[config.mk]
export PLATFORM = sky130hd
export DESIGN_NAME = mode_sequencer_flat
export DESIGN_NICKNAME = d
export VERILOG_FILES = /design/src/rtl/mode_pkg.sv /design/src/rtl/mode_sequencer_if.sv /design/src/rtl/btn_debounce.sv /design/src/rtl/mode_sequencer.sv /design/src/flat_wrapper.sv
export SDC_FILE = /design/constraint.sdc
export NUM_CORES = 1
export LEC_CHECK = 0
export ABC_CLOCK_PERIOD_IN_PS = 2000
export BUFFER_PORTS_ARGS = -buffer_cell sky130_fd_sc_hd__buf_4
export CAP_MARGIN = 20
export CORE_UTILIZATION = 25
export DETAILED_ROUTE_END_ITERATION = 8
export GPL_ROUTABILITY_DRIVEN = 1
export SYNTH_ARGS = -nofsm -noshare
export SYNTH_HDL_FRONTEND = slang
export SYNTH_HIERARCHICAL = 1
export SYNTH_SLANG_ARGS = --single-unit
[constraint.sdc]
create_clock -name clk -period 2 [get_ports clk]
set_input_delay 0.2 -clock clk [delete_from_list [all_inputs] [get_ports clk]]
set_output_delay 0.2 -clock clk [all_outputs]
set_load 0.005 [all_outputs]
[src/rtl/mode_pkg.sv]
// Shared definitions for the mode sequencer: the controller state encoding
// and the helper that sizes the mode index bus.
package mode_pkg;

  typedef enum logic [1:0] {
    ST_IDLE  = 2'd0,
    ST_PEND  = 2'd1,
    ST_FLUSH = 2'd2
  } seq_state_t;

  // A single mode still needs a one-bit index bus.
  function automatic int mode_width(input int num_modes);
    return (num_modes < 2) ? 1 : $clog2(num_modes);
  endfunction

endpackage

[src/rtl/mode_sequencer_if.sv]
// Mode sequencer signal bundle.
//   master: drives mode_btn, dir, busy; observes the mode outputs.
//   slave : the sequencer itself.
//   mode_btn    raw mode-step button (asynchronous)
//   dir         step direction, 0 = next, 1 = previous
//   busy        downstream block mid-operation, defers a step
//   mode_idx    current mode index
//   mode_onehot one-hot enable of the current mode
//   mode_chg    one-cycle pulse when mode_idx changes
//   sub_clr     clear for downstream buffers while flushing
//   pending     a step is waiting for busy to drop
interface mode_sequencer_if #(
  parameter int NUM_MODES = 2
) ();
  import mode_pkg::*;

  localparam int MW = mode_width(NUM_MODES);

  logic                 mode_btn;
  logic                 dir;
  logic                 busy;
  logic [MW-1:0]        mode_idx;
  logic [NUM_MODES-1:0] mode_onehot;
  logic                 mode_chg;
  logic                 sub_clr;
  logic                 pending;

  modport master (
    output mode_btn, dir, busy,
    input  mode_idx, mode_onehot, mode_chg, sub_clr, pending
  );

  modport slave (
    input  mode_btn, dir, busy,
    output mode_idx, mode_onehot, mode_chg, sub_clr, pending
  );

endinterface

[src/rtl/btn_debounce.sv]
// Two-flop synchroniser followed by a level debouncer.
//   clk, rst_n : system clock, asynchronous active-low reset
//   raw        : bouncing button input, asynchronous to clk
//   level      : accepted (debounced) button level
//   rise       : one-cycle pulse in the cycle level goes high
// The level flips only after the synchronised input has disagreed with it
// for DEB_CYCLES consecutive cycles; any agreeing cycle restarts the count.
module btn_debounce #(
  parameter int DEB_CYCLES = 20000
) (
  input  logic clk,
  input  logic rst_n,
  input  logic raw,
  output logic level,
  output logic rise
);

  localparam int CW = $clog2(DEB_CYCLES + 1);
  localparam logic [CW-1:0] CNT_LAST = CW'(DEB_CYCLES - 1);

  logic          sync_a;
  logic          sync_b;
  logic [CW-1:0] cnt;

  always_ff @(posedge clk or negedge rst_n) begin
    if (!rst_n) begin
      sync_a <= 1'b0;
      sync_b <= 1'b0;
      level  <= 1'b0;
      rise   <= 1'b0;
      cnt    <= '0;
    end else begin
      sync_a <= raw;
      sync_b <= sync_a;
      rise   <= 1'b0;
      if (sync_b != level) begin
        if (cnt == CNT_LAST) begin
          level <= sync_b;
          rise  <= sync_b;
          cnt   <= '0;
        end else begin
          cnt <= cnt + CW'(1);
        end
      end else begin
        cnt <= '0;
      end
    end
  end

endmodule

[src/rtl/mode_sequencer.sv]
// Mode sequencer: steps a mode index on each debounced button press,
// deferring the step while the active sub-block is busy and holding a
// downstream clear for FLUSH_CYCLES after every mode change.
//   clk, rst_n : system clock, asynchronous active-low reset
//   bus        : slave side of mode_sequencer_if (button, dir, busy in;
//                mode index/one-hot, mode_chg, sub_clr, pending out)
//
// state    | meaning
// ---------+--------------------------------------------------------
// ST_IDLE  | waiting for a step request
// ST_PEND  | request latched with its direction, waiting for busy=0
// ST_FLUSH | mode just changed, sub_clr held, new requests dropped
module mode_sequencer
  import mode_pkg::*;
#(
  parameter int NUM_MODES    = 2,
  parameter int DEB_CYCLES   = 20000,
  parameter int FLUSH_CYCLES = 4,
  parameter int INIT_MODE    = 0
) (
  input  logic            clk,
  input  logic            rst_n,
  mode_sequencer_if.slave bus
);

  localparam int MW = mode_width(NUM_MODES);
  localparam int FW = $clog2(FLUSH_CYCLES + 1);
  localparam logic [MW-1:0]        IDX_LAST   = MW'(NUM_MODES - 1);
  localparam logic [MW-1:0]        IDX_INIT   = MW'(INIT_MODE);
  localparam logic [NUM_MODES-1:0] OH_ONE     = NUM_MODES'(1);
  localparam logic [NUM_MODES-1:0] OH_INIT    = OH_ONE << INIT_MODE;
  localparam logic [FW-1:0]        FLUSH_LOAD = FW'(FLUSH_CYCLES - 1);

  seq_state_t           state_q, state_d;
  logic [MW-1:0]        idx_q, idx_d;
  logic [NUM_MODES-1:0] oh_q, oh_d;
  logic                 chg_q, chg_d;
  logic                 clr_q, clr_d;
  logic                 pend_q, pend_d;
  logic                 pdir_q, pdir_d;
  logic [FW-1:0]        fcnt_q, fcnt_d;
  logic                 btn_level;
  logic                 btn_rise;
  logic                 step_req;
  logic                 step_go;
  logic                 step_dir;

  btn_debounce #(
    .DEB_CYCLES(DEB_CYCLES)
  ) u_btn (
    .clk  (clk),
    .rst_n(rst_n),
    .raw  (bus.mode_btn),
    .level(btn_level),
    .rise (btn_rise)
  );

  // rise only ever fires together with the newly accepted high level.
  assign step_req = btn_rise & btn_level;

  function automatic logic [MW-1:0] stepped(input logic [MW-1:0] cur,
                                            input logic back);
    if (back) return (cur == '0) ? IDX_LAST : cur - MW'(1);
    return (cur == IDX_LAST) ? '0 : cur + MW'(1);
  endfunction

  always_ff @(posedge clk or negedge rst_n) begin
    if (!rst_n) begin
      state_q <= ST_IDLE;
      idx_q   <= IDX_INIT;
      oh_q    <= OH_INIT;
      chg_q   <= 1'b0;
      clr_q   <= 1'b1;
      pend_q  <= 1'b0;
      pdir_q  <= 1'b0;
      fcnt_q  <= '0;
    end else begin
      state_q <= state_d;
      idx_q   <= idx_d;
      oh_q    <= oh_d;
      chg_q   <= chg_d;
      clr_q   <= clr_d;
      pend_q  <= pend_d;
      pdir_q  <= pdir_d;
      fcnt_q  <= fcnt_d;
    end
  end

  always_comb begin
    state_d  = state_q;
    idx_d    = idx_q;
    oh_d     = oh_q;
    chg_d    = 1'b0;
    clr_d    = clr_q;
    pend_d   = pend_q;
    pdir_d   = pdir_q;
    fcnt_d   = fcnt_q;
    step_go  = 1'b0;
    step_dir = bus.dir;

    case (state_q)
      ST_IDLE: begin
        // Also releases the clear held through reset.
        clr_d = 1'b0;
        if (step_req) begin
          if (!bus.busy) begin
            step_go = 1'b1;
          end else begin
            pdir_d  = bus.dir;
            pend_d  = 1'b1;
            state_d = ST_PEND;
          end
        end
      end
      ST_PEND: begin
        if (!bus.busy) begin
          step_go  = 1'b1;
          step_dir = pdir_q;
          pend_d   = 1'b0;
        end
      end
      ST_FLUSH: begin
        if (fcnt_q == '0) begin
          clr_d   = 1'b0;
          state_d = ST_IDLE;
        end else begin
          fcnt_d = fcnt_q - FW'(1);
        end
      end
      default: begin
        state_d = ST_IDLE;
      end
    endcase

    if (step_go) begin
      idx_d   = stepped(idx_q, step_dir);
      oh_d    = OH_ONE << idx_d;
      chg_d   = 1'b1;
      clr_d   = 1'b1;
      fcnt_d  = FLUSH_LOAD;
      state_d = ST_FLUSH;
    end
  end

  assign bus.mode_idx    = idx_q;
  assign bus.mode_onehot = oh_q;
  assign bus.mode_chg    = chg_q;
  assign bus.sub_clr     = clr_q;
  assign bus.pending     = pend_q;

endmodule

[src/flat_wrapper.sv]
// flat-port wrapper written by rule: the top's interface ports become plain ports
module mode_sequencer_flat import mode_pkg::*;
#(
  parameter int NUM_MODES    = 2,
  parameter int DEB_CYCLES   = 20000,
  parameter int FLUSH_CYCLES = 4,
  parameter int INIT_MODE    = 0
)
  (clk, rst_n, bus_mode_btn, bus_dir, bus_busy, bus_mode_idx, bus_mode_onehot, bus_mode_chg, bus_sub_clr, bus_pending);
  mode_sequencer_if #(.NUM_MODES(NUM_MODES)) bus_i ();
  input  logic clk;
  input  logic rst_n;
  input wire logic [$bits(bus_i.mode_btn)-1:0] bus_mode_btn;
  input wire logic [$bits(bus_i.dir)-1:0] bus_dir;
  input wire logic [$bits(bus_i.busy)-1:0] bus_busy;
  output wire logic [$bits(bus_i.mode_idx)-1:0] bus_mode_idx;
  output wire logic [$bits(bus_i.mode_onehot)-1:0] bus_mode_onehot;
  output wire logic [$bits(bus_i.mode_chg)-1:0] bus_mode_chg;
  output wire logic [$bits(bus_i.sub_clr)-1:0] bus_sub_clr;
  output wire logic [$bits(bus_i.pending)-1:0] bus_pending;
  assign bus_i.mode_btn = bus_mode_btn;
  assign bus_i.dir = bus_dir;
  assign bus_i.busy = bus_busy;
  assign bus_mode_idx = bus_i.mode_idx;
  assign bus_mode_onehot = bus_i.mode_onehot;
  assign bus_mode_chg = bus_i.mode_chg;
  assign bus_sub_clr = bus_i.sub_clr;
  assign bus_pending = bus_i.pending;
  mode_sequencer #(.NUM_MODES(NUM_MODES), .DEB_CYCLES(DEB_CYCLES), .FLUSH_CYCLES(FLUSH_CYCLES), .INIT_MODE(INIT_MODE)) u_core (.clk(clk), .rst_n(rst_n), .bus(bus_i));
endmodule
---- Yosys cells after proc, flatten, opt, wreduce, memory -nomap -nowiden ----
Cells that the tools add are included.
storage, ports and cells
  register bits after elaboration ......... 31
  bits in latches ......................... 0
  memory bits (writable) .................. 0
  bits in read-only memories .............. 0
  bits of input ports ..................... 5
  logic and storage cells ................. 74
  memories ................................ 0
cells by class
  add/subtract/negate cells ............... 4
  multiply operators ...................... 0
  divide/modulo/power cells ............... 0
  magnitude comparators ................... 0
  equal/unequal tests ..................... 12
  shift operators ......................... 1
  mux-type cells .......................... 32
  bitwise operators ....................... 1
  reduce and logical (&&, ||, !) cells .... 11
operators by type and width
  cell                                                                      count
  15-bit two-way mux                                                        2
  1-bit two-way mux                                                         19
  15-bit by 1-bit adder with 15-bit output (second input constant)          1
  15-bit == test (second input constant)                                    1
  3-bit two-way mux                                                         3
  2-bit two-way mux                                                         4
  2-bit AND reduction                                                       4
  4-bit AND reduction                                                       2
  2-bit by 1-bit inequality test with 1-bit output (second input constant)  3
  3-bit by 1-bit inequality test with 1-bit output (second input constant)  2
  1-bit case mux with 2 select lines                                        3
  2-bit case mux with 3 select lines                                        1
  2-bit inequality test (second input constant)                             2
  2-bit nonzero test                                                        2
  3-bit zero test                                                           1
  3-bit by 2-bit inequality test with 1-bit output (second input constant)  1
  3-bit nonzero test                                                        1
  3-bit by 1-bit subtractor with 3-bit output (second input constant)       1
  2-bit by 1-bit == test with 1-bit output (second input constant)          1
  2-bit == test (second input constant)                                     1
  2-bit zero test                                                           1
  1-bit by 1-bit left shift with 2-bit output (first input constant)        1
  1-bit adder (second input constant)                                       1
  1-bit AND                                                                 1
  other kinds (2)                                                           2

---- Longest topological paths before layout ----
Gate-level depths: netlist of run 1.
  depth in word-level cells ............... 7
  mapped depth ............................ 7
  depth with buffers taken out ............ 5

---- Modules after synthesis ----
The synthesis of run 1 kept the hierarchy.
modules (own cells, without submodules)
  module          times used  cells each  area each (sq um)
  btn_debounce    1           78          897.1
  mode_sequencer  1           45          476.7

---- Least setup slack after synthesis of run 1 ----
No wires, ideal clock.
  path kind ............................... reg2reg
  start ................................... reg u_core.u_btn.cnt[0]
  end ..................................... reg u_core.u_btn.level
  library setup time ...................... 0.125 ns
  arrival ................................. 1.326 ns
  data required time ...................... 1.875 ns
  path slack .............................. 0.549 ns
  cell stages (with the launch flop) ...... 6
  path buffers ............................ 1
  cell sequence ........................... dfrtp_1 ha_1 and4_1 buf_6 nand4_4 mux2_4
between the ends
  cells in the longest elaborated chain, start to end .. 2
ends and longest elaborated chain
  what                           line                RTL
  start: declaration             btn_debounce.sv:23  logic [CW-1:0] cnt;
  start signal: assignment       btn_debounce.sv:42  cnt <= cnt + CW'(1);
  15-bit == test                 btn_debounce.sv:37  if (cnt == CNT_LAST) begin
  2-bit AND reduction (no line)  n/a
  end signal: assignment         btn_debounce.sv:38  level <= sync_b;
  end: declaration               btn_debounce.sv:14  output logic level,
No other way between the ends.
A chain may end at the register's enable or synchronous reset.

---- Worst setup path after layout of run 1 ----
  start ................................... reg u_core.u_btn.cnt[0]
  end ..................................... reg u_core.u_btn.cnt[3]
between the ends
  cells in the longest elaborated chain, start to end .. 3
  elaborated cells between the ends (all ways) .. 4
  those cells by class .................... 1 x add/sub; 1 x eq/ne; 2 x mux
ends and longest elaborated chain
  what                                                                               line                                    RTL
  15-bit by 1-bit adder with 15-bit output / 15-bit == test (equally long branches)  btn_debounce.sv:42, btn_debounce.sv:37
  15-bit two-way mux *                                                               btn_debounce.sv:37
  15-bit two-way mux *                                                               btn_debounce.sv:36                      if (sync_b != level) begin
Every way passes the cells marked *; elsewhere a longest branch is shown, timed or not.

==> results.txt, run 1 <==
----------------------------------------------------
[Synth]
  Number of distinct standard cells referenced by the synthesized netlist ... 32
  Syn. warnings ... 6
  Adder and majority cell fraction of the synthesized area ... 0.0273
  Post-synth ARST share ... 1.00
  Synthesized area per cell ... 11.2 um^2
  Synthesized net count ... 131
  Total of flip-flops plus latches after synthesis ... 29
  Post-synthesis share of cell area spent on xor and xnor gates ... 0.0956
  Share of cell area taken by muxes after synthesis ... 0.0219
  Commonest register cell after synthesis ... sky130_fd_sc_hd__dfrtp_1
  Netlist Area Pre-Place ... around 1400 um^2
  Area fraction in compound gates after synthesis ... 0.0474
  Number of enable flip-flop cells after synthesis ... 0
  Combinational family with the most area after synthesis ... simple AND/OR/NAND/NOR gates
  Fraction of the yosys area taken by sequential cells ... 0.530
  Area share of and/or/nand/nor cells after synthesis ... 0.225
  Synthesized instance count ... 123

[Final layout]
  Synth-to-layout area growth ... 17.1%
  Antenna cells ... 0
  Final Net Count ... 143
  Layout cell share with drive strength beyond 1 ... 0.176

[Route]
  Wire length per cell after detailed routing ... 11.1 um
  First-pass iteration count of the detailed router ... 4
  Vias per Instance ... 4.22
  DRC violation total after the first TritonRoute iteration ... 50
  Count of vias placed by the detailed router ... 870
  Wire length reported by the detailed router ... 2.29 mm
  Drc violations ... 0
  Antenna-violating nets left ... 0

[Setup path]
  Critical path launch point ... u_core/u_btn/cnt[0]
  Reg2Reg Setup Slack ... 0.38 ns
  Startpoint kind of the worst setup timing path ... register
  Endpoint kind of the worst setup timing path ... register
  Worst Setup Path Type ... register to register
  Arrival time at the worst endpoint ... 1.77 ns
  Critical path peak fanout ... 14
  Number of cell instances on the worst register-to-register path ... 5
  Endpoint of the worst-slack reg-to-reg timing path ... u_core/u_btn/cnt[3]
  Beginning of the worst register-to-register path ... u_core/u_btn/cnt[0]
  Worst setup endpoint ... u_core/u_btn/cnt[3]
  Required time of the critical path ... approximately 2.2 ns

[Min path]
  Class of the tightest hold or removal check ... input pin to register

[STA]
  Unrepaired setup endpoints after global routing ... no
  Number of endpoints with negative hold slack in the final report ... 0
  Clock period minus final worst setup slack ... 1.62 ns
  Setup violators final ... 0
  Worst slew margin ... 0.744
  Setup TNS after final layout ... 0 ns
  Final setup skew ... 0.0102 ns
  Worst-Margin Slew ... 0.382 ns
  Slack of the critical path ... 0.383 ns
  Fmax ... 618 MHz
  Final slew viol count ... 0
  Fin crit share ... 0.809

[Floorplan]
  Total Die Area ... 5800 um^2
  Die Ht ... 76.1 um
  Number of core rows ... 26
  Area of the core region ... around 5200 um^2
  Initial core utilization ... 0.264
  Number of ports placed on the die boundary ... 11
  Horizontal die dimension ... 76.1 um

[Clock tree]
  CTS buffer count ... 5
  Num Clock Sinks ... 29
  Buffers inserted during post-CTS setup optimization ... 0
  H-tree level count ... 2
  Worst-path clk slew ... 0.06 ns
  Cell chosen for the clock root ... sky130_fd_sc_hd__clkbuf_8
  Deepest clock path buffer count ... 2
  TritonCTS clock tree ... done
  Clk_lat worst skew ... 0.28 ns
  Post-cts repair resize count ... 0
  CTS Hold Buffers Added ... 1

[Global route]
  Via count of the first global-routing pass ... 892
  Largest net degree at the start of global routing ... 30
  Sum of overflow across all layers after global routing ... 0
  GRT Resource Usage Total ... 0.0947
  Wire length of the first global-routing pass ... 4.26 mm
  Antenna violations before repair ... 0

[Place]
  Quantity of I/O buffers inserted on ports ... 9
  GPL Wtd Cong ... between 0.7 and 0.8
  DP HPWL ... roughly 1.5 mm
  Minimum setup slack after placement ... around 0.35 ns

[Power]
  Maximum vdd drop ... 290 uV
  Pwr dens ... 877 nW/um^2
  Post-route total power ... between 1 and 1.5 mW
  P_leak ... 0.706 nW

[Run]
  Maxcap violations ... 0

[Run status]
  Status ... complete, no violations

----------------------------------------------------
[worst min path at each step]
stage / endpoint / slack [ns] / startpoint / cells after the start
2_1_floorplan: u_core/bus.mode_chg / -0.1 / rst_n / 0
3_3_place_gp: u_core/bus.mode_idx / 0.15 / rst_n / 1
3_5_place_dp: u_core/bus.mode_chg / 0.15 / rst_n / 1
4_1_cts: u_core/u_btn/sync_a / 0.01 / bus_mode_btn / 1
5_1_grt: u_core/u_btn/sync_a / 0.006 / bus_mode_btn / 1
6_report: u_core/u_btn/sync_a / 0.02 / bus_mode_btn / 1
[cell type report]
cell class,instances,area [um^2]
fill,554,3600
sequential,29,728
multi-input combinational,82,573
tap,70,87.6
clock buffer,7,86.3
timing repair buffer,10,77.6
clock inverter,1,30.0
inverter,7,26.3
[cell families (layout without fill, tap and decap cells)]
logic type      Yosys count  count (layout)
xor+xnor                 15              15
fa+ha+maj                 3               3
buf+inv                  12              25
compound gates           12              12
mux                       2               2
simple gates             50              50
flops                    29              29
[cells in the mapped netlist (3+ instances only)]
library cell	count	area (um^2)
sky130_fd_sc_hd__nand4_1	6	37.5
sky130_fd_sc_hd__xor2_1	12	105
sky130_fd_sc_hd__ha_1	3	37.5
sky130_fd_sc_hd__buf_6	3	33.8
sky130_fd_sc_hd__and4_1	4	35.0
sky130_fd_sc_hd__inv_1	7	26.3
sky130_fd_sc_hd__nor2_1	15	56.3
sky130_fd_sc_hd__o21ai_0	7	35.0
sky130_fd_sc_hd__dfrtp_1	27	676
sky130_fd_sc_hd__nand3_1	5	25.0
sky130_fd_sc_hd__a21oi_1	3	15.0
sky130_fd_sc_hd__nand2_1	5	18.8
sky130_fd_sc_hd__xnor2_1	3	26.3
[registers in the layout, indices dropped and copies added (netlist names)]
register and count:
u_core/u_btn/sync_a 1, u_core/fcnt_q 3, u_core/state_q 2, u_core/u_btn/rise 1
u_core/u_btn/cnt 15, u_core/bus.mode_onehot 1, u_core/bus.mode_chg 1, u_core/bus.mode_idx 1
u_core/bus.pending 1, u_core/bus.sub_clr 1, u_core/u_btn/level 1, u_core/u_btn/sync_b 1
[through the flow]
stage,utilization,area [um^2],cells,hold WS [ns]
floorplan,-,1370,123,-0.0956
global placement,0.285,1480,197,0.149
detailed placement,0.285,1480,197,0.155
CTS,0.309,1610,206,0.0104
global route,0.309,1610,206,0.00565
finish,0.309,1610,206,0.0224
[cells in the final DEF, fill, tap and decap left out, drive strengths merged]
cell type	synthesis	final
buf	5	9
a21oi	3	3
and4bb	1	1
and2	1	1
dlygate4sd3	0	1
xor2	12	12
or3	1	1
nand3	5	5
and3	1	1
nand3b	1	1
and4	4	4
inv	7	7
or4	1	1
dfrtp	27	27
nor4b	1	1
nor3	2	2
nor2b	1	1
dfstp	2	2
nand2b	3	3
nor3b	1	1
mux2	2	2
o311ai	1	1
nor2	15	15
ha	3	3
nand2	5	5
nand4	7	7
o21ai	7	7
clkbuf	0	7
bufinv	0	1
a31oi	1	1
xnor2	3	3
[per-layer routing]
metal | wire, um | global-route usage
met1 | 1160 | 0.127
met2 | 1010 | 0.133
met3 | 68 | 0.0359
met4 | 50 | 0.0462
met5 | 0 | 0
[where the power goes]
group	leakage, nW	switching (mW)	internal, mW
clock network	0.0585	0.223	0.406
logic	0.270	0.0808	0.0552
registers	0.378	0.0230	0.623
total	0.706	0.327	1.08
[critical path, cell delays in order (launching register included)]
cell,delay [ns]
sky130_fd_sc_hd__dfrtp_1,0.38
sky130_fd_sc_hd__ha_1,0.21
sky130_fd_sc_hd__and4_1,0.40
sky130_fd_sc_hd__nand4_4,0.15
sky130_fd_sc_hd__nand2b_2,0.27
sky130_fd_sc_hd__nor2_1,0.08
No activity file was read; power rests on OpenSTA's default activity.
==> run 2: changes to the inputs <==
ABC_CLOCK_PERIOD_IN_PS = 1500   (was 2000)
clock period = 1.5 ns   (was 2 ns; I/O delays follow)
==> run 2 against run 1 <==
Effect of this change:
- critical path depth grew 1
- power grew 18%
- clock power shrank 3%
- combinational power grew 48%
- hold slack gained 0.073 ns
- clock skew shrank 0.0066 ns
- fmax grew 13%
- flip-flop and latch count is the same
- utilization grew 1.5 points
- largest power group unchanged
- first-iteration DRC count shrank 24%
==> results.txt, run 2 (synthesis gave the netlist of run 1 again) <==
----------------------------------------------------
[Clock tree]
  Num Clock Sinks ... 29 (unchanged)
  CTS buffer count ... 5 (unchanged)
  Cell chosen for the clock root ... sky130_fd_sc_hd__clkbuf_8
  TritonCTS clock tree ... done
  H-tree level count ... 2 (unchanged)
  Worst-path clk slew ... 0.06 ns (about the same)
  Deepest clock path buffer count ... 2 (unchanged)
  Buffers inserted during post-CTS setup optimization ... 0 (unchanged)
  Clk_lat worst skew ... 0.28 ns (about the same)

[Global route]
  Antenna violations before repair ... 0 (unchanged)
  Sum of overflow across all layers after global routing ... 0 (unchanged)
  GRT Resource Usage Total ... 0.0983 (+0.00368)
  Wire length of the first global-routing pass ... 4.34 mm (+1.9%)
  Largest net degree at the start of global routing ... 30 (unchanged)
  Met2 usage in global routing ... 0.148 (+0.0155)
  Most crowded layer after global routing ... met2
  Met1 capacity usage during global routing ... 0.118 (-0.00880)
  GR Util met3 ... 0.0395 (+0.00359)
  Via count of the first global-routing pass ... 955 (+7.1%)

[Floorplan]
  Initial core utilization ... 0.264 (unchanged)
  Total Die Area ... 5800 um^2 (unchanged)
  Number of ports placed on the die boundary ... 11 (unchanged)
  Die Ht ... 76.1 um (unchanged)
  Area of the core region ... 5200 um^2 (unchanged)
  Number of core rows ... 26 (unchanged)
  Horizontal die dimension ... 76.1 um (unchanged)

[Place]
  Placement Cell Area ... 1590 um^2 (+6.9%)
  GPL Wtd Cong ... 0.735 (+2.9%)
  Minimum setup slack after placement ... 0.0808 ns (-0.266 ns)
  DP HPWL ... 1.63 mm (+7.5%)
  Quantity of I/O buffers inserted on ports ... 9 (unchanged)

[Final layout]
  Synth-to-layout area growth ... 23.0%
  Layout cell share with drive strength beyond 1 ... 0.248 (+0.0719)
  Final Net Count ... 156 (+9.1%)
  Highest-count cells in the layout ignoring fill and taps ... sky130_fd_sc_hd__dfrtp_1, sky130_fd_sc_hd__buf_4, sky130_fd_sc_hd__nor2_1, sky130_fd_sc_hd__xor2_1
  Largest reg by FF count ... u_core/u_btn/cnt
  Max reg flops ... 15 (unchanged)
  Most common library cell in the layout ignoring fill and taps ... sky130_fd_sc_hd__dfrtp_1
  Largest registers ... u_core/u_btn/cnt x15, u_core/fcnt_q x3, u_core/state_q x2
  Antenna cells ... 0 (unchanged)
  Design area ... 1690 um^2 (+5.0%)
  Layout Utilization ... 0.325 (+0.0154)

[Run status]
  Status ... complete, no violations

[Run]
  Maxcap violations ... 0 (unchanged)

[STA]
  Final setup skew ... 0.00357 ns (-0.00662 ns)
  Fmax ... 702 MHz (+13%)
  Fin crit share ... 0.950 (+0.141)
  Clock period minus final worst setup slack ... 1.43 ns (-0.192 ns)
  Worst slew margin ... 0.751 (+0.00738)
  Number of endpoints with negative hold slack in the final report ... 0 (unchanged)
  Final slew viol count ... 0 (unchanged)
  Unrepaired setup endpoints after global routing ... no
  Setup TNS after final layout ... 0 ns (unchanged)
  Worst-Margin Slew ... 0.374 ns (-0.00813 ns)
  Slack of the critical path ... 0.0750 ns (-0.308 ns)
  Worst Hold Slack ... 0.0950 ns (+0.0725 ns)
  Setup violators final ... 0 (unchanged)

[Route]
  First-pass iteration count of the detailed router ... 4 (unchanged)
  Antenna-violating nets left ... 0 (unchanged)
  Drc violations ... 0 (unchanged)
  Wire length per cell after detailed routing ... 10.9 um (-1.9%)
  Wire length reported by the detailed router ... 2.39 mm (+4.2%)
  Count of vias placed by the detailed router ... 956 (+9.9%)
  DRC violation total after the first TritonRoute iteration ... 38 (-24%)
  Vias per Instance ... 4.37 (+3.4%)

[Setup path]
  Endpoint kind of the worst setup timing path ... register
  Worst Setup Path Type ... register to register
  Critical path peak fanout ... 3 (-11)
  Arrival time at the worst endpoint ... 1.60 ns (-0.17 ns)
  Required time of the critical path ... 1.68 ns (-0.47 ns)
  Startpoint kind of the worst setup timing path ... register

[Power]
  Pwr dens ... 988 nW/um^2 (+13%)
  Maximum vdd drop ... 347 uV (+20%)
  P_leak ... 0.765 nW (+8.2%)

[Min path]
  Class of the tightest hold or removal check ... input pin to register

----------------------------------------------------
[run 2: repair_timing]
item	4_1_cts	5_1_grt
gates resized for setup	0	1
hold buffers	2	0
setup endpoints to repair	0	2
hold endpoints to repair	28	0
[run 2: final timing paths]
kind	startpoint	endpoint	slack [ns]	cells after the start
setup / recovery	u_core/u_btn/cnt[0]	u_core/u_btn/cnt[14]	0.07	6
hold / removal	bus_busy	u_core/state_q[0]	0.09	3
max in group asynchronous	rst_n	u_core/bus.mode_onehot[0]	0.87	2
setup reg to reg	u_core/u_btn/cnt[0]	u_core/u_btn/cnt[14]	0.07	6
min in group asynchronous	rst_n	u_core/bus.mode_chg	0.32	2
hold reg to reg	u_core/u_btn/sync_a	u_core/u_btn/sync_b	0.35	0
[run 2: worst max-delay path: stages, from the launching register on]
cell and delay, ns:
sky130_fd_sc_hd__dfrtp_1 0.38, sky130_fd_sc_hd__ha_1 0.22, sky130_fd_sc_hd__and4_2 0.27, sky130_fd_sc_hd__buf_4 0.15
sky130_fd_sc_hd__nand4_1 0.10, sky130_fd_sc_hd__xor2_1 0.15, sky130_fd_sc_hd__nor2_1 0.06
[run 2: where the power goes]
part | switching (mW) | total, mW | internal, mW
combinational | 0.114 | 0.201 | 0.0875
clock | 0.290 | 0.610 | 0.320
sequential | 0.0276 | 0.858 | 0.831
[run 2: cell type report]
cell class | count | area, um^2
Multi-Input combinational cell | 82 | 574
Sequential cell | 29 | 728
Inverter | 7 | 26.3
Fill cell | 560 | 3520
Clock buffer | 6 | 72.6
Clock inverter | 2 | 10.0
Timing Repair Buffer | 23 | 190
Tap cell | 70 | 87.6
[run 2: through the flow]
| stage | cells | total power, mW |
|---|---|---|
| floorplan | 123 | 0.999 |
| global placement | 209 | 1.07 |
| detailed placement | 209 | 1.07 |
| CTS | 219 | 1.69 |
| global route | 219 | 1.77 |
| finish | 219 | 1.67 |
[run 2: per-layer routing]
metal | vias to the layer above | routed length [um]
met3 | 6 | 74
met5 | - | 0
met1 | 471 | 1180
met2 | 9 | 1070
met4 | 0 | 64
li1 | 470 | -
==> run 3: changes to the inputs <==
ABC_CLOCK_PERIOD_IN_PS = not set   (was 1500)
GPL_TIMING_DRIVEN = 0   (was not set)
==> run 3 against run 2 <==
Effect of this change:
- via count decreased by 1.4%
- die area is the same
- non-clock buffer count unchanged
- register-to-register slack hardly changed
- sequential power is 0.5% higher
- wire length down 0.34%
- critical path depth decreased by 1
- clock power is 17% higher
- count of clock-buffer cells in the layout rose by 1
- utilization is 1.2 points higher
- sequential share of layout area down 1.5 points
- flip-flop and latch count stayed put
- critical path type unchanged
- critical endpoint is now u_core/u_btn/level
==> results.txt, run 3 (synthesis gave the netlist of run 1 again) <==
----------------------------------------------------
[Global route]
  GRT Resource Usage Total ... 0.0968 (-0.00157)
  Largest net degree at the start of global routing ... 30 (unchanged)
  Antenna violations before repair ... 0 (unchanged)
  Via count of the first global-routing pass ... 981 (+2.7%)
  Wire length of the first global-routing pass ... 4.38 mm (+0.94%)
  Sum of overflow across all layers after global routing ... 0 (unchanged)

[Floorplan]
  Number of ports placed on the die boundary ... 11 (unchanged)
  Initial core utilization ... 0.264 (unchanged)
  Horizontal die dimension ... 76.1 um (unchanged)
  Die Ht ... 76.1 um (unchanged)
  Number of core rows ... 26 (unchanged)
  Area of the core region ... 5200 um^2 (unchanged)
  Total Die Area ... 5800 um^2 (unchanged)

[Setup path]
  Largest delay contributor family on the critical path ... flip-flops
  Endpoint kind of the worst setup timing path ... register
  Number of cell instances on the worst register-to-register path ... 5 (-1)
  Startpoint kind of the worst setup timing path ... register
  Cell breakdown of the critical path ... ha_2, and4_1, buf_6, nand4_4, mux2_4
  Arrival time at the worst endpoint ... 1.59 ns (about the same)
  Worst Setup Path Type ... register to register
  Reg2Reg Setup Slack ... 0.07 ns (about the same)
  Required time of the critical path ... 1.67 ns (about the same)
  Slowest Stage Delay on Critical Path ... 0.37 ns (about the same)
  Critical path peak fanout ... 3 (unchanged)
  Endpoint of the worst-slack reg-to-reg timing path ... u_core/u_btn/level
  WP buf/inv ... 1 (unchanged)
  Beginning of the worst register-to-register path ... u_core/u_btn/cnt[1]
  Cell type of the slowest stage on the worst timing path ... sky130_fd_sc_hd__dfrtp_1

[Min path]
  End point of the worst hold path ... u_core/state_q[0]
  Class of the tightest hold or removal check ... input pin to register
  Hold path startpoint ... bus_busy
  Hold Crit Depth ... 3 (unchanged)

[Clock tree]
  Deepest clock path buffer count ... 2 (unchanged)
  Worst-path clk slew ... 0.06 ns (about the same)
  TritonCTS clock tree ... done
  Num Clock Sinks ... 29 (unchanged)
  CTS buffer count ... 5 (unchanged)
  Clk_lat worst skew ... 0.28 ns (about the same)
  H-tree level count ... 2 (unchanged)
  Cell chosen for the clock root ... sky130_fd_sc_hd__clkbuf_8

[Place]
  DP HPWL ... 1.50 mm (-7.9%)
  Placement Cell Area ... 1530 um^2 (-3.6%)
  Number of placed instances with taps included ... 202 (-3.3%)
  GPL Wtd Cong ... 0.763 (+3.9%)
  Quantity of I/O buffers inserted on ports ... 9 (unchanged)

[Final layout]
  Max reg flops ... 15 (unchanged)
  Antenna cells ... 0 (unchanged)
  Layout cell share with drive strength beyond 1 ... 0.262 (+0.0134)
  Synth-to-layout area growth ... 27.3%
  Most common library cell in the layout ignoring fill and taps ... sky130_fd_sc_hd__dfrtp_1
  Final Net Count ... 156 (unchanged)
  Highest-count cells in the layout ignoring fill and taps ... sky130_fd_sc_hd__dfrtp_1, sky130_fd_sc_hd__buf_4, sky130_fd_sc_hd__nor2_1, sky130_fd_sc_hd__xor2_1
  Post-route insts no fill ... 219 (unchanged)
  Largest reg by FF count ... u_core/u_btn/cnt
  Design area ... 1750 um^2 (+3.6%)
  Largest registers ... u_core/u_btn/cnt x15, u_core/fcnt_q x3, u_core/state_q x2

[STA]
  Worst Hold Slack ... 0.0927 ns (-0.00225 ns)
  Fin crit share ... 0.951 (+0.00118)
  Final slew viol count ... 0 (unchanged)
  Setup TNS after final layout ... 0 ns (unchanged)
  Setup violators final ... 0 (unchanged)
  Unrepaired setup endpoints after global routing ... yes
  Final setup skew ... 0.00396 ns (+0.000395 ns)
  Worst slew margin ... 0.757 (+0.00583)
  Worst-Margin Slew ... 0.365 ns (-0.00875 ns)
  Fmax ... 701 MHz (-0.12%)
  Number of endpoints with negative hold slack in the final report ... 0 (unchanged)
  Clock period minus final worst setup slack ... 1.43 ns (+0.00177 ns)

[Route]
  Wire length reported by the detailed router ... 2.38 mm (-0.34%)
  Total length of routed met3 wires ... 65 um (-12%)
  DRC violation total after the first TritonRoute iteration ... 44 (+16%)
  Count of vias placed by the detailed router ... 943 (-1.4%)
  Met1 routed wirelength after detailed routing ... 1.17 mm (-0.59%)
  First-pass iteration count of the detailed router ... 4 (unchanged)
  Drc violations ... 0 (unchanged)
  Uppermost signal routing layer after detailed routing ... met4
  Wire length per cell after detailed routing ... 10.9 um (-0.34%)
  DR WL met2 ... 1.08 mm (+0.75%)
  Antenna-violating nets left ... 0 (unchanged)
  Vias per Instance ... 4.31 (-1.4%)

[Power]
  Post-route total power ... 1.78 mW (+6.6%)
  P_leak ... 0.787 nW (+3.0%)
  Maximum vdd drop ... 297 uV (-15%)
  Pwr dens ... 1020 nW/um^2 (+2.9%)

[Run status]
  Status ... complete, no violations

[Run]
  Maxcap violations ... 0 (unchanged)

----------------------------------------------------
run 3: cell type report:
class,instances,area (um^2)
repair buffers,18,170
plain buffers,5,50.0
inverters,7,26.3
fillers,553,3460
multi-input cells,82,586
clock inverters,1,5.00
well taps,70,87.6
flip-flops and latches,29,728
clock buffers,7,96.3
run 3: routing by layer:
layer / GRT usage / vias up
li1: - / 469
met1: 0.121 / 458
met2: 0.145 / 9
met3: 0.0323 / 7
met4: 0.0577 / 0
met5: 0 / -
run 3: per-stage QoR:
stage / setup slack, ns / util
global route: -0.0130 / 0.336
CTS: 0.0138 / 0.323
global placement: -0.0690 / 0.294
finish: 0.0732 / 0.336
detailed placement: -0.0641 / 0.294
floorplan: 0.0495 / -
run 3: tightest hold or removal path, delay by kind of cell:
family / cells / cell delay, ns
simple gates: 2 / 0.09
buf+inv: 1 / 0.10
run 3: worst max path at each step:
stage                   startpoint  slack, ns                   end  cells past startpoint
3_5_place_dp   u_core/u_btn/cnt[0]      -0.06   u_core/u_btn/cnt[7]                      7
2_1_floorplan  u_core/u_btn/cnt[0]       0.05    u_core/u_btn/level                      5
6_report       u_core/u_btn/cnt[1]       0.07    u_core/u_btn/level                      5
4_1_cts        u_core/u_btn/cnt[1]       0.01    u_core/u_btn/level                      5
5_1_grt        u_core/u_btn/cnt[1]      -0.01  u_core/u_btn/cnt[10]                      7
3_3_place_gp   u_core/u_btn/cnt[0]      -0.07   u_core/u_btn/cnt[9]                      7
run 3: timing repair:
| action | CTS | global route |
|---|---|---|
| cloned | 0 | 1 |
| setup endpoints to repair | 11 | 15 |
| hold buffers | 2 | 0 |
| pin swaps | 0 | 2 |
| gates resized for setup | 2 | 2 |
| endpoints found under the hold margin | 28 | 0 |
| buffers inserted | 3 | 3 |
run 3: power by group:
part,total (mW),leakage (nW),switching [mW],internal (mW)
logic,0.205,0.355,0.111,0.0938
registers,0.862,0.378,0.0315,0.831
clock network,0.713,0.0542,0.299,0.414
total,1.78,0.787,0.441,1.34
